### src/rtl/math_result_fifo.sv
// First-word fall-through result FIFO behind a fixed-latency equation pipeline.
// Define MATH_RESULT_FIFO_DROP_CNT_EN to add the saturating drop_cnt_o counter.
module math_result_fifo #(
  parameter int WIDTH   = 8,
  parameter int DEPTH   = 8,
  parameter int LATENCY = 3
) (
  input  logic                       clk,
  input  logic                       rst,
  input  logic                       valid_i,
  input  logic signed [2*WIDTH+3:0]  q_i,
  output logic                       ready_o,
  output logic                       m_valid_o,
  output logic signed [2*WIDTH+3:0]  m_data_o,
  input  logic                       m_ready_i,
`ifdef MATH_RESULT_FIFO_DROP_CNT_EN
  output logic [7:0]                 drop_cnt_o,
`endif
  output logic [$clog2(DEPTH):0]     count_o,
  output logic                       overflow_o
);

  localparam int RW = 2*WIDTH+4;
  localparam int AW = $clog2(DEPTH);
  localparam int CW = AW+1;
  localparam logic [CW-1:0] DEPTH_C   = CW'(DEPTH);
  localparam logic [CW-1:0] LATENCY_C = CW'(LATENCY);

  logic signed [RW-1:0] mem [DEPTH];
  logic [AW-1:0] wr_ptr;
  logic [AW-1:0] rd_ptr;
  logic [CW-1:0] count;
  logic          overflow;
  logic          full;
  logic          push;
  logic          pop;
  logic          drop;

  assign full = (count == DEPTH_C);
  assign pop  = m_valid_o && m_ready_i;
  assign push = valid_i && (!full || pop);
  assign drop = valid_i && full && !pop;

  assign m_valid_o  = (count != '0);
  assign m_data_o   = mem[rd_ptr];
  assign count_o    = count;
  assign overflow_o = overflow;
  // Reserve room for every result already in flight upstream.
  assign ready_o    = (DEPTH_C - count) > LATENCY_C;

  // NOTE: storage has no reset; entries are only visible through count, so reset
  // of the array would buy nothing but a wide reset fan-out.
  always_ff @(posedge clk) begin
    if (push) begin
      mem[wr_ptr] <= q_i;
    end
  end

  // NOTE: sequential state uses non-blocking assignments so every register
  // samples the pre-edge values regardless of statement order.
  always_ff @(posedge clk) begin
    if (!rst) begin
      wr_ptr   <= '0;
      rd_ptr   <= '0;
      count    <= '0;
      overflow <= 1'b0;
    end else begin
      if (push) begin
        wr_ptr <= wr_ptr + AW'(1);
      end
      if (pop) begin
        rd_ptr <= rd_ptr + AW'(1);
      end
      case ({push, pop})
        2'b10:   count <= count + CW'(1);
        2'b01:   count <= count - CW'(1);
        default: count <= count;
      endcase
      if (drop) begin
        overflow <= 1'b1;
      end
    end
  end

`ifdef MATH_RESULT_FIFO_DROP_CNT_EN
  logic [7:0] drop_cnt;

  always_ff @(posedge clk) begin
    if (!rst) begin
      drop_cnt <= '0;
    end else if (drop && (drop_cnt != 8'hFF)) begin
      drop_cnt <= drop_cnt + 8'd1;
    end
  end

  assign drop_cnt_o = drop_cnt;
`endif

endmodule

### config.mk
export PLATFORM = sky130hd
export DESIGN_NAME = math_result_fifo
export DESIGN_NICKNAME = d
export VERILOG_FILES = /design/src/rtl/math_result_fifo.sv
export SDC_FILE = /design/constraint.sdc
export NUM_CORES = 1
export LEC_CHECK = 0
export ABC_AREA = 1
export CORE_AREA = 2 2 139 107
export DETAILED_ROUTE_END_ITERATION = 8
export DIE_AREA = 0 0 141 109
export GPL_ROUTABILITY_DRIVEN = 0
export GPL_TIMING_DRIVEN = 0
export PLACE_DENSITY = 0.69
export SYNTH_ARGS = -nofsm -noshare
export SYNTH_HDL_FRONTEND = slang
export SYNTH_SLANG_ARGS = --single-unit
### constraint.sdc
create_clock -name clk -period 3.4 [get_ports clk]
set_input_delay 0.68 -clock clk [delete_from_list [all_inputs] [get_ports clk]]
set_output_delay 0.68 -clock clk [all_outputs]
set_load 0.03 [all_outputs]
## Yosys cells after proc, flatten, opt, wreduce, memory -nomap -nowiden

Memory sizes are Yosys's and may differ from the RTL's. A register that Yosys moved wholly into a read port is not among the register bits.
Index checks and enable logic that the tools add are counted.

- Bits in registers: 11
- Bits in writable memories: 160
- Output and inout port bits: 27
- Logic and storage cells: 28
- Memories: 1

Memories:

| name | words | bits a word | rd ports | clocked after Yosys merged registers in | write ports | RTL line | source |
|---|---|---|---|---|---|---|---|
| mem | 8 | 20 | 1 | 1 | 1 | 29 | `logic signed [RW-1:0] mem [DEPTH];` |

- $add $sub $neg: 5
- Order comparisons: 1
- Equal/unequal tests: 3
- Mux-type cells: 5
- Reduce and logical (&&, ||, !) cells: 9

Operator list:

| operator | number |
|---|---|
| $pmux 4 s2 | 1 |
| $add 3x1->3 const B | 2 |
| $mux 3 | 2 |
| $add 4x1->4 const B | 1 |
| $eq 4x4->1 const B | 1 |
| $gt 4x2->1 const B | 1 |
| $logic_and 1x1->1 | 4 |
| $reduce_bool 4->1 | 1 |
| $sub 4x1->4 const B | 1 |
| $sub 4x4->4 const A | 1 |
| $eq 2x1->1 const B | 1 |
| $eq 2x2->1 const B | 1 |
| $logic_not 1->1 | 2 |
| $mux 1 | 2 |
| $reduce_bool 2->1 | 1 |
| $logic_or 1x1->1 | 1 |

## Longest topological paths before layout

Gate-level depths: netlist of the first run.

- Word-level depth: 6
- Depth in mapped cells: 13
- Gate-level depth less buffers: 13

## Worst setup path before layout of the first run

No wires, ideal clock.

- Path kind: reg-to-reg
- Start point: register count[0] (netlist: count_o[0])
- End point: memory mem[1][0] in the netlist's numbering (enable)
- Library setup time: 397 ps
- Arrival time: 2154 ps
- Required time: 3003 ps
- Path slack: 850 ps
- Stages on the path, launching flop included: 9
- Path buffers: 0
- Cells stage by stage: dfxtp_1 nor2_4 nand2_4 nand2_4 nand2_2 nand2_4 nor2_1 inv_1 nor2_1

- Cells in the longest elaborated chain, start to end: 6
- Elaborated cells between the ends (all ways): 8

Ends and longest elaborated chain:

| item | RTL line | source |
|---|---|---|
| start: declaration | 32 | `logic [CW-1:0] count;` |
| start signal: assignment | 75 | `2'b10: count <= count + CW'(1);` |
| start signal: assignment | 76 | `2'b01: count <= count - CW'(1);` |
| start signal: assignment | 77 | `default: count <= count;` |
| $reduce_bool 4->1 | 44 | `assign m_valid_o = (count != '0);` |
| via m_valid_o | 13 | `output logic m_valid_o,` |
| $logic_and 1x1->1 | 40 | `assign pop = m_valid_o && m_ready_i;` |
| $logic_or 1x1->1 | 41 | `assign push = valid_i && (!full \|\| pop);` |
| $logic_and 1x1->1 | 41 |  |
| $mux 1 | 54 | `if (push) begin` |
| $mux 1 (not written as such) | 55 | `mem[wr_ptr] <= q_i;` |
| end: declaration | 29 |  |

The timed path passes the listed nets, and every way through them passes these cells.

==> results of run 1 <==
-- layer usage --
| layer | vias to the layer above | track usage [%] |
|---|---|---|
| met5 | - | 0 |
| met4 | 0 | 6.93 |
| met3 | 24 | 6.02 |
| met2 | 180 | 33.8 |
| met1 | 2259 | 29.8 |
| li1 | 2181 | - |
-- where the power goes --
group          total [uW]  internal, uW  switching, uW
sequential           2520          2460           59.6
combinational        1680           589           1090
clock                1910          1150            762
total                6110          4190           1920
-- placed cells by master (no fill, tap or decap), drive strengths merged, types with 7 or more instances in the layout --
cell / netlist / layout
inv: 21 / 21
clkdlybuf4s50: 0 / 50
nand2: 25 / 25
o22ai: 20 / 20
a31oi: 20 / 20
buf: 8 / 16
o21ai: 89 / 89
nand3: 7 / 7
edfxtp: 160 / 160
nor2: 163 / 163
clkbuf: 22 / 42
dfxtp: 14 / 14
-- flip-flops by register name, summed over array words and instances (netlist names), named ones only --
signal	count
count_o	4
mem	160
rd_ptr	3
overflow_o	1
wr_ptr	3
-- worst max path at each step --
stage | start | to | slack [ns]
global route | flop | m_data_o[15] | -0.02
floorplan | count_o[0] | mem[1][0] | 0.85
CTS | flop | m_data_o[15] | 0.0008
global placement | m_ready_i | mem[1][5] | -0.47
finish | flop | m_data_o[7] | 0.1
detailed placement | m_ready_i | mem[4][5] | 0.35
-- critical path, cell delays in order (launching register included) --
cell and delay, ns:
dfxtp_1 0.40, clkbuf_1 0.42, o21ai_0 0.18, o22ai_1 0.19, nor2_1 0.06, a31oi_1 0.23
clkdlybuf4s50_1 0.72
-- kinds of logic after synthesis --
group	Yosys count	share of synthesized area (%)
buffers and inverters	51	2.99
adder cells (fa/ha/maj)	3	0.544
XOR/XNOR	1	0.127
AO/OA/AOI/OAI	136	10.6
AND/OR/NAND/NOR	199	12.0
flip-flops	174	73.7
-- per-stage QoR --
step	instance area (sq um)	TNS, ns	utilization, %	total power, uW	std cells
6_report	8380	0	59.4	6110	834
5_1_grt	8380	-0.0236	59.4	6360	834
4_1_cts	8370	0	59.3	6130	834
3_5_place_dp	7790	0	55.2	4230	802
3_3_place_gp	7630	-58.27	54.0	4160	794
2_1_floorplan	6900	0	-	3580	564
-- layout make-up --
cell class                      instances  area (sq um)  area share, %
Multi-Input combinational cell        339          1630           19.4
Buffer                                 30           139           1.66
Timing Repair Buffer                   58           642           7.66
Clock inverter                         12           145           1.73
Tap cell                              180           225           2.69
Inverter                               21          81.3          0.970
Clock buffer                           20           437           5.21
Sequential cell                       174          5080           60.6
==> summary.md, run 1 <==
| Metric | Value |
|---|---|
| Status | `finished clean` |
| Yosys warns | `0` |
| Crit path max fanout | `10` |
| Fin worst setup slack | `0.0985 ns` |
| First-pass GRT wire length | `24400 microns` |
| Vias in the first global route | `4556` |
| Worst r2r src | `count_o[0]` |
| Post-Synthesis Cell Area | `6900 sq um` |
| Met3 WL | `1240 microns` |
| Hold buffers post-CTS | `0` |
| IO Count | `51` |
| Endpoints failing hold | `0` |
| Sink of the worst hold path | `overflow_o` |
| Largest vdd supply drop | `0.000455 V` |
| Synth Instances | `564` |
| Sequential area share after synthesis | `73.7%` |
| Gr ovfl total | `0` |
| Unique cell type count in the Yosys netlist | `27` |
| Mean Syn Cell Area | `12.2 sq um` |
| Area contributors post-synth | `edfxtp_1 70%, nor2_1 8.6%, o21ai_0 6.2%, dfxtp_1 4.1%, a31oi_1 1.8%` |
| Number of gates resized after cts | `3` |
| Reg2reg end | `mem[4][13]` |
| Net Count, Synth | `591` |
| Synth Register Bits | `174` |
| Leak | `0.00290 uW` |
| Post-CTS Setup Inserts | `0` |
| Worst slew margin relative to its limit | `44.9%` |
| Worst-path clk slew | `0.06 ns` |
| Number of remaining DRC errors | `0` |
| Post-synth EDFFs | `160` |
| Worst-skew pair later-pin latency | `0.43 ns` |
| Hpwl dp | `10000 microns` |
| Crit end category | `primary output` |
| # fillers | `1053` |
| M1 WL | `6970 microns` |
| Top layer in use | `met4` |
| R2R setup slack | `1.03 ns` |
| Vias per cell | `5.57` |
| Diodes inserted | `0` |
| Share of cells above drive strength 1 | `11.9%` |
| DR WL met2 | `7370 microns` |
| Most numerous cell in the Yosys netlist | `edfxtp_1` |
| Num CTS Buffers | `17` |
| Total track usage | `21.6%` |
| DP Worst Slack | `0.349 ns` |
| Pwr dens | `729 nW/um^2` |
| Port Buffers | `50` |
| Worst-Margin Slew | `0.826 ns` |
| CTS H-tree depth | `4` |
| Final Cycle Share | `97.1%` |
| Core ar. | `14100 sq um` |
| Initial core utilization | `48.9%` |
| Die Area | `15400 sq um` |
| Clock root buffer master | `clkbuf_16` |
| Post-layout min period | `3.30 ns` |
| Post-synth top area share | `69.6%` |
| WHS Path Cells | `1` |
| Die height | `109 microns` |
| Reg2Reg Depth | `9` |
| # nets final | `668` |
| Sink Count | `174` |
| Starting DRT DRC Count | `507` |
| Routed wire per std cell | `19.0 microns` |
| Min-delay src | `overflow_o` |
| Area leader, netlist | `edfxtp_1` |
| Std-Cell Rows | `38` |
| CTS tree | `done` |
| Commonest cells post-synth | `160 x edfxtp_1, 159 x nor2_1, 86 x o21ai_0, 22 x clkbuf_1` |
| Clock tree buffer depth | `2` |
| Max-slew violation count | `0` |
| Min Hold Slack | `0.476 ns` |
| Worst min-delay path class | `flop to flop` |
| Die Wd | `141 microns` |
| Critical setup path kind | `flop to primary output` |
| Pin count of the biggest net entering global routing | `17` |
| Post-synth ARST share | `0%` |
| Critical Path AT | `2.62 ns` |
| Final setup vio count | `0` |
| Post-Route WL | `15800 microns` |
| Clk_skew | `0.00707 ns` |
| Area growth syn-to-layout | `21.5%` |
| RSZ-0062 raised after global routing | `true` |
| CP Launch Type | `flop` |
| Max cap viols | `0` |
| Final ANT Viol Nets | `0` |
| Initial antenna violation count | `0` |
| Most used DFF post-synth | `edfxtp_1` |
| Via count | `4644` |
| Worst EP required | `2.72 ns` |
| Pre-Repair DR Iteration Count | `5` |
| Fmax | `303 MHz` |
No activity file was read; power rests on OpenSTA's default activity.
==> inputs of run 2 (changes only) <==
--- a/config.mk
+++ b/config.mk
@@ -12,6 +12,8 @@
 export GPL_ROUTABILITY_DRIVEN = 0
 export GPL_TIMING_DRIVEN = 0
 export PLACE_DENSITY = 0.69
+export SKIP_CTS_REPAIR_TIMING = 1
 export SYNTH_ARGS = -nofsm -noshare
 export SYNTH_HDL_FRONTEND = slang
 export SYNTH_SLANG_ARGS = --single-unit
+export TNS_END_PERCENT = 5
==> run 2 against run 1 <==
Sequential share of layout area about the same. Sequential power barely moved. Largest cell class unchanged. Non-clock buffer count unchanged. Clock power about the same. Total power about the same. Setup slack got worse by 0.078 ns. Count of clock-buffer cells in the layout unchanged.
==> summary.md, run 2 (synthesis gave the netlist of run 1 again) <==
| Metric | Value |
|---|---|
| CP Launch Type | `flop` |
| Placed Cells | `802 (unchanged)` |
| Hpwl dp | `10000 microns (unchanged)` |
| Area growth syn-to-layout | `21.5% (about the same)` |
| Commonest non-fill, non-tap cells in the layout | `160 x edfxtp_1, 151 x nor2_1, 86 x o21ai_0, 50 x clkdlybuf4s50_1` |
| Crit path max fanout | `10 (unchanged)` |
| Sink Count | `174 (unchanged)` |
| Initial antenna violation count | `0 (unchanged)` |
| Pre-Repair DR Iteration Count | `4 (-1)` |
| Max-slew violation count | `0 (unchanged)` |
| Num CTS Buffers | `17 (unchanged)` |
| Clk_skew | `0.00704 ns (-0.0000245 ns)` |
| Met2 usage | `33.7% (-0.035 points)` |
| Most common cell after layout, fill and taps aside | `edfxtp_1` |
| Worst r2r src | `count_o[0]` |
| Starting DRT DRC Count | `520 (+2.6%)` |
| Initial core utilization | `48.9% (unchanged)` |
| Pin count of the biggest net entering global routing | `17 (unchanged)` |
| Core ar. | `14100 sq um (unchanged)` |
| Worst min-delay path class | `flop to flop` |
| Crit end category | `primary output` |
| Critical setup path kind | `flop to primary output` |
| # nets final | `668 (unchanged)` |
| Die height | `109 microns (unchanged)` |
| First-pass GRT wire length | `24400 microns (about the same)` |
| Vias in the first global route | `4551 (-0.11%)` |
| Share of cells above drive strength 1 | `11.8% (-0.15 points)` |
| Status | `finished clean` |
| Endpoints failing hold | `0 (unchanged)` |
| Worst slew margin relative to its limit | `44.6% (-0.30 points)` |
| Total track usage | `21.6% (about the same)` |
| Die Area | `15400 sq um (unchanged)` |
| Max cap viols | `0 (unchanged)` |
| RSZ-0062 raised after global routing | `true` |
| Port Buffers | `50 (unchanged)` |
| IO Count | `51 (unchanged)` |
| Final setup vio count | `0 (unchanged)` |
| Worst EP required | `2.72 ns (about the same)` |
| Worst-skew pair later-pin latency | `0.43 ns (about the same)` |
| Vias per cell | `5.61 (+0.75%)` |
| CTS H-tree depth | `4 (unchanged)` |
| Clock tree buffer depth | `2 (unchanged)` |
| Worst-path clk slew | `0.06 ns (about the same)` |
| Pwr dens | `729 nW/um^2 (about the same)` |
| Fmax | `296 MHz (-2.3%)` |
| Routed wire per std cell | `19.0 microns (+0.36%)` |
| Non-filler cells, final | `834 (unchanged)` |
| Leak | `0.00289 uW (-0.11%)` |
| Final ANT Viol Nets | `0 (unchanged)` |
| Std-Cell Rows | `38 (unchanged)` |
| Post-layout min period | `3.38 ns (+0.0785 ns)` |
| Gr ovfl total | `0 (unchanged)` |
| Die Wd | `141 microns (unchanged)` |
| Number of remaining DRC errors | `0 (unchanged)` |
| Worst-Margin Slew | `0.830 ns (+0.00446 ns)` |
| Post-Route WL | `15900 microns (+0.36%)` |
| Min-delay src | `overflow_o` |
| CTS tree | `done` |
| Grt met3 use | `5.84% (-0.18 points)` |
| Core Util, Final | `59.4% (about the same)` |
| Via count | `4679 (+0.75%)` |
| GRT met1 Usage | `30.0% (+0.21 points)` |
| Diodes inserted | `0 (unchanged)` |
| GR peak layer | `met2` |
| Max reg flops | `160 (unchanged)` |
| Largest vdd supply drop | `0.000454 V (-0.24%)` |
| Final Cycle Share | `99.4% (+2.3 points)` |
| Clock root buffer master | `clkbuf_16` |
| Biggest register | `mem` |
| Critical Path AT | `2.70 ns (+0.08 ns)` |
==> run 2: final cells by class <==
type | instances | area (sq um)
fill | 1054 | 5740
sequential | 174 | 5080
multi-input combinational | 339 | 1630
timing repair buffer | 58 | 642
clock buffer | 20 | 437
tap | 180 | 225
clock inverter | 12 | 145
buffer | 30 | 138
inverter | 21 | 81.3
==> run 2: report_power, final <==
group,total (uW),switching (uW),internal (uW)
clock network,1910,763,1150
registers,2520,59.9,2460
logic,1690,1100,588
==> run 2: path summary, 6_finish.rpt <==
kind                            slack (ns)  cells after the start           end
worst max-delay path                  0.02                      6  m_data_o[15]
worst min-delay path                  0.48                      1    overflow_o
worst max register to register        1.02                      9     mem[4][1]
worst min register to register        0.48                      1    overflow_o
==> run 2: critical path, stage by stage, from the launching register on <==
cell	delay [ns]
dfxtp_1	0.40
clkbuf_1	0.46
o21ai_0	0.20
o22ai_1	0.21
nor2_1	0.06
a31oi_1	0.23
clkdlybuf4s50_1	0.71
==> run 2: routing by layer <==
metal,routed length (microns),part of all wire (%)
met5,0,0
met4,266,1.7
met3,1330,8.4
met2,7230,46
met1,7040,44
==> run 2: through the flow <==
stage	power (uW)	setup WS (ns)	cell area, sq um	hold slack, ns	setup TNS (ns)
2_1_floorplan	3580	0.850	6900	0.433	0
3_3_place_gp	4160	-0.474	7630	0.447	-58.27
3_5_place_dp	4230	0.349	7790	0.458	0
4_1_cts	6130	-0.0539	8370	0.478	-0.104
5_1_grt	6360	-0.0505	8380	0.491	-0.162
6_report	6110	0.0200	8380	0.476	0
==> inputs of run 3 (changes only) <==
--- a/config.mk
+++ b/config.mk
@@ -12,6 +12,7 @@
 export GPL_ROUTABILITY_DRIVEN = 0
 export GPL_TIMING_DRIVEN = 0
 export PLACE_DENSITY = 0.69
+export SETUP_SLACK_MARGIN = 0.15
 export SKIP_CTS_REPAIR_TIMING = 1
 export SYNTH_ARGS = -nofsm -noshare
 export SYNTH_HDL_FRONTEND = slang
==> run 3 against run 2 <==
Critical path depth rose by 2. Final area barely moved. Cell count did not move. Hold slack barely moved. Setup slack improved by 0.12 ns. Register-to-register slack barely moved. First-iteration DRC count rose by 4.0%. Non-clock buffer count did not move. Sequential power barely moved. Combinational power barely moved.
==> summary.md, run 3 (synthesis gave the netlist of run 1 again) <==
| Metric | Value |
|---|---|
| Clock tree buffer depth | `2 (unchanged)` |
| Die height | `109 microns (unchanged)` |
| NetSw | `1910 uW (-0.36%)` |
| Clk_skew | `0.00966 ns (+0.00262 ns)` |
| Post-layout min period | `3.26 ns (-0.119 ns)` |
| Num CTS Buffers | `17 (unchanged)` |
| Final TNS setup | `0 ns (unchanged)` |
| Post-route cell area | `8390 sq um (about the same)` |
| # fillers | `1050 (-0.38%)` |
| Std-Cell Rows | `38 (unchanged)` |
| Leak | `0.00291 uW (+0.73%)` |
| Worst path slowest cell | `clkdlybuf4s50_1` |
| Initial antenna violation count | `0 (unchanged)` |
| Fmax | `307 MHz (+3.6%)` |
| Initial core utilization | `48.9% (unchanged)` |
| Commonest non-fill, non-tap cells in the layout | `160 x edfxtp_1, 151 x nor2_1, 86 x o21ai_0, 49 x clkdlybuf4s50_1` |
| Diodes inserted | `0 (unchanged)` |
| Worst-skew pair later-pin latency | `0.43 ns (about the same)` |
| Worst-path cell chain | `buf_2 > inv_2 > buf_2 > nor2_1 > o22ai_1 > nor2_1 > a31oi_1 > clkdlybuf4s50_1` |
| Post-Route WL | `15700 microns (-0.79%)` |
| Worst-Margin Slew | `0.826 ns (-0.00393 ns)` |
| Area growth syn-to-layout | `21.6% (about the same)` |
| Logic gate share of total power | `27.5% (about the same)` |
| RSZ-0062 raised after global routing | `true` |
| First-pass GRT wire length | `24400 microns (unchanged)` |
| Final Cycle Share | `95.9% (-3.5 points)` |
| Max cap viols | `0 (unchanged)` |
| Tot Pwr | `6110 uW (about the same)` |
| Int Pwr | `4200 uW (about the same)` |
| Largest vdd supply drop | `0.000453 V (-0.13%)` |
| Hpwl dp | `10000 microns (unchanged)` |
| Min-delay src | `overflow_o` |
| IO Count | `51 (unchanged)` |
| Pre-Repair DR Iteration Count | `4 (unchanged)` |
| Status | `finished clean` |
| Final setup vio count | `0 (unchanged)` |
| CTS H-tree depth | `4 (unchanged)` |
| Sequential share of power | `41.2% (about the same)` |
| Critical Path AT | `2.58 ns (-0.12 ns)` |
| Vias per cell | `5.60 (-0.15%)` |
| Worst EP required | `2.72 ns (about the same)` |
| Pwr dens | `728 nW/um^2 (-0.16%)` |
| Number of remaining DRC errors | `0 (unchanged)` |
| Vias in the first global route | `4551 (unchanged)` |
| Final ANT Viol Nets | `0 (unchanged)` |
| Endpoints failing hold | `0 (unchanged)` |
| Core ar. | `14100 sq um (unchanged)` |
| Pin count of the biggest net entering global routing | `17 (unchanged)` |
| Max-slew violation count | `0 (unchanged)` |
| Gr ovfl total | `0 (unchanged)` |
| Switching share of power | `31.3% (-0.089 points)` |
| CTS tree | `done` |
| Clock Power Share | `31.2% (about the same)` |
| CP Launch Type | `flop` |
| Worst r2r src | `count_o[0]` |
| Worst slew margin relative to its limit | `44.8% (+0.26 points)` |
| Total track usage | `21.6% (unchanged)` |
| Fin worst setup slack | `0.139 ns (+0.119 ns)` |
| Worst min-delay path class | `flop to flop` |
| Critical setup path kind | `flop to primary output` |
| Routed wire per std cell | `18.9 microns (-0.79%)` |
| Biggest register | `mem` |
| Crit path max fanout | `10 (unchanged)` |
| # nets final | `668 (unchanged)` |
| Die Area | `15400 sq um (unchanged)` |
| Max reg flops | `160 (unchanged)` |
| Via count | `4672 (-0.15%)` |
| Starting DRT DRC Count | `541 (+4.0%)` |
| Worst-path clk slew | `0.06 ns (about the same)` |
| CP max stage delay | `0.72 ns (about the same)` |
| Crit end category | `primary output` |
| Sink Count | `174 (unchanged)` |
| Post-DP Area | `7790 sq um (unchanged)` |
| Share of cells above drive strength 1 | `12.4% (+0.61 points)` |
| Most common cell after layout, fill and taps aside | `edfxtp_1` |
| Clock root buffer master | `clkbuf_16` |
| Die Wd | `141 microns (unchanged)` |
| DP Worst Slack | `0.349 ns (unchanged)` |
| Port Buffers | `50 (unchanged)` |
-- run 3: cell count changes in the layout (fill, tap and decap cells not counted), sizes merged --
cell           change
dlymetal6s2s       +1
clkdlybuf4s50      -1
-- run 3: worst paths after layout --
path                                     to  slack [ns]  depth (start not counted)
worst max-delay path            m_data_o[7]        0.14                          8
worst min-delay path             overflow_o        0.48                          1
worst max register to register    mem[4][1]        1.01                          9
worst min register to register   overflow_o        0.48                          1
-- run 3: cell type report --
cell class / count / area [sq um] / area share (%)
multi-input cells: 339 / 1630 / 19.4
plain buffers: 30 / 143 / 1.70
inverters: 21 / 81.3 / 0.969
flip-flops and latches: 174 / 5080 / 60.6
clock buffers: 20 / 437 / 5.20
repair buffers: 58 / 644 / 7.68
well taps: 180 / 225 / 2.68
clock inverters: 12 / 145 / 1.73
-- run 3: per-stage QoR --
step	std cells	utilization [%]	hold WS (ns)
after global routing	834	59.4	0.491
after detailed placement	802	55.2	0.458
after global placement	794	54.0	0.447
final	834	59.4	0.476
after floorplan	564	-	0.433
after CTS	834	59.3	0.478
-- run 3: worst max-delay path: cells and delay by family, from the launching register on --
kind	cells	cell delay [ns]
buffers and inverters	4	1.29
AO/OA/AOI/OAI	2	0.41
flip-flops	1	0.31
AND/OR/NAND/NOR	2	0.15
-- run 3: layer usage --
metal	vias to the layer above	track usage (%)	wire, microns
met2	201	33.7	7210
met5	-	0	0
met3	25	5.84	1290
met1	2267	30.0	6990
li1	2179	-	-
met4	0	6.86	246
-- run 3: power by group through the flow --
stage	logic, uW	clock network, uW	registers [uW]
2_1_floorplan	996	0	2580
3_3_place_gp	1600	0	2560
3_5_place_dp	1670	0	2560
4_1_cts	1680	1930	2520
5_1_grt	1820	2010	2530
6_report	1680	1910	2520
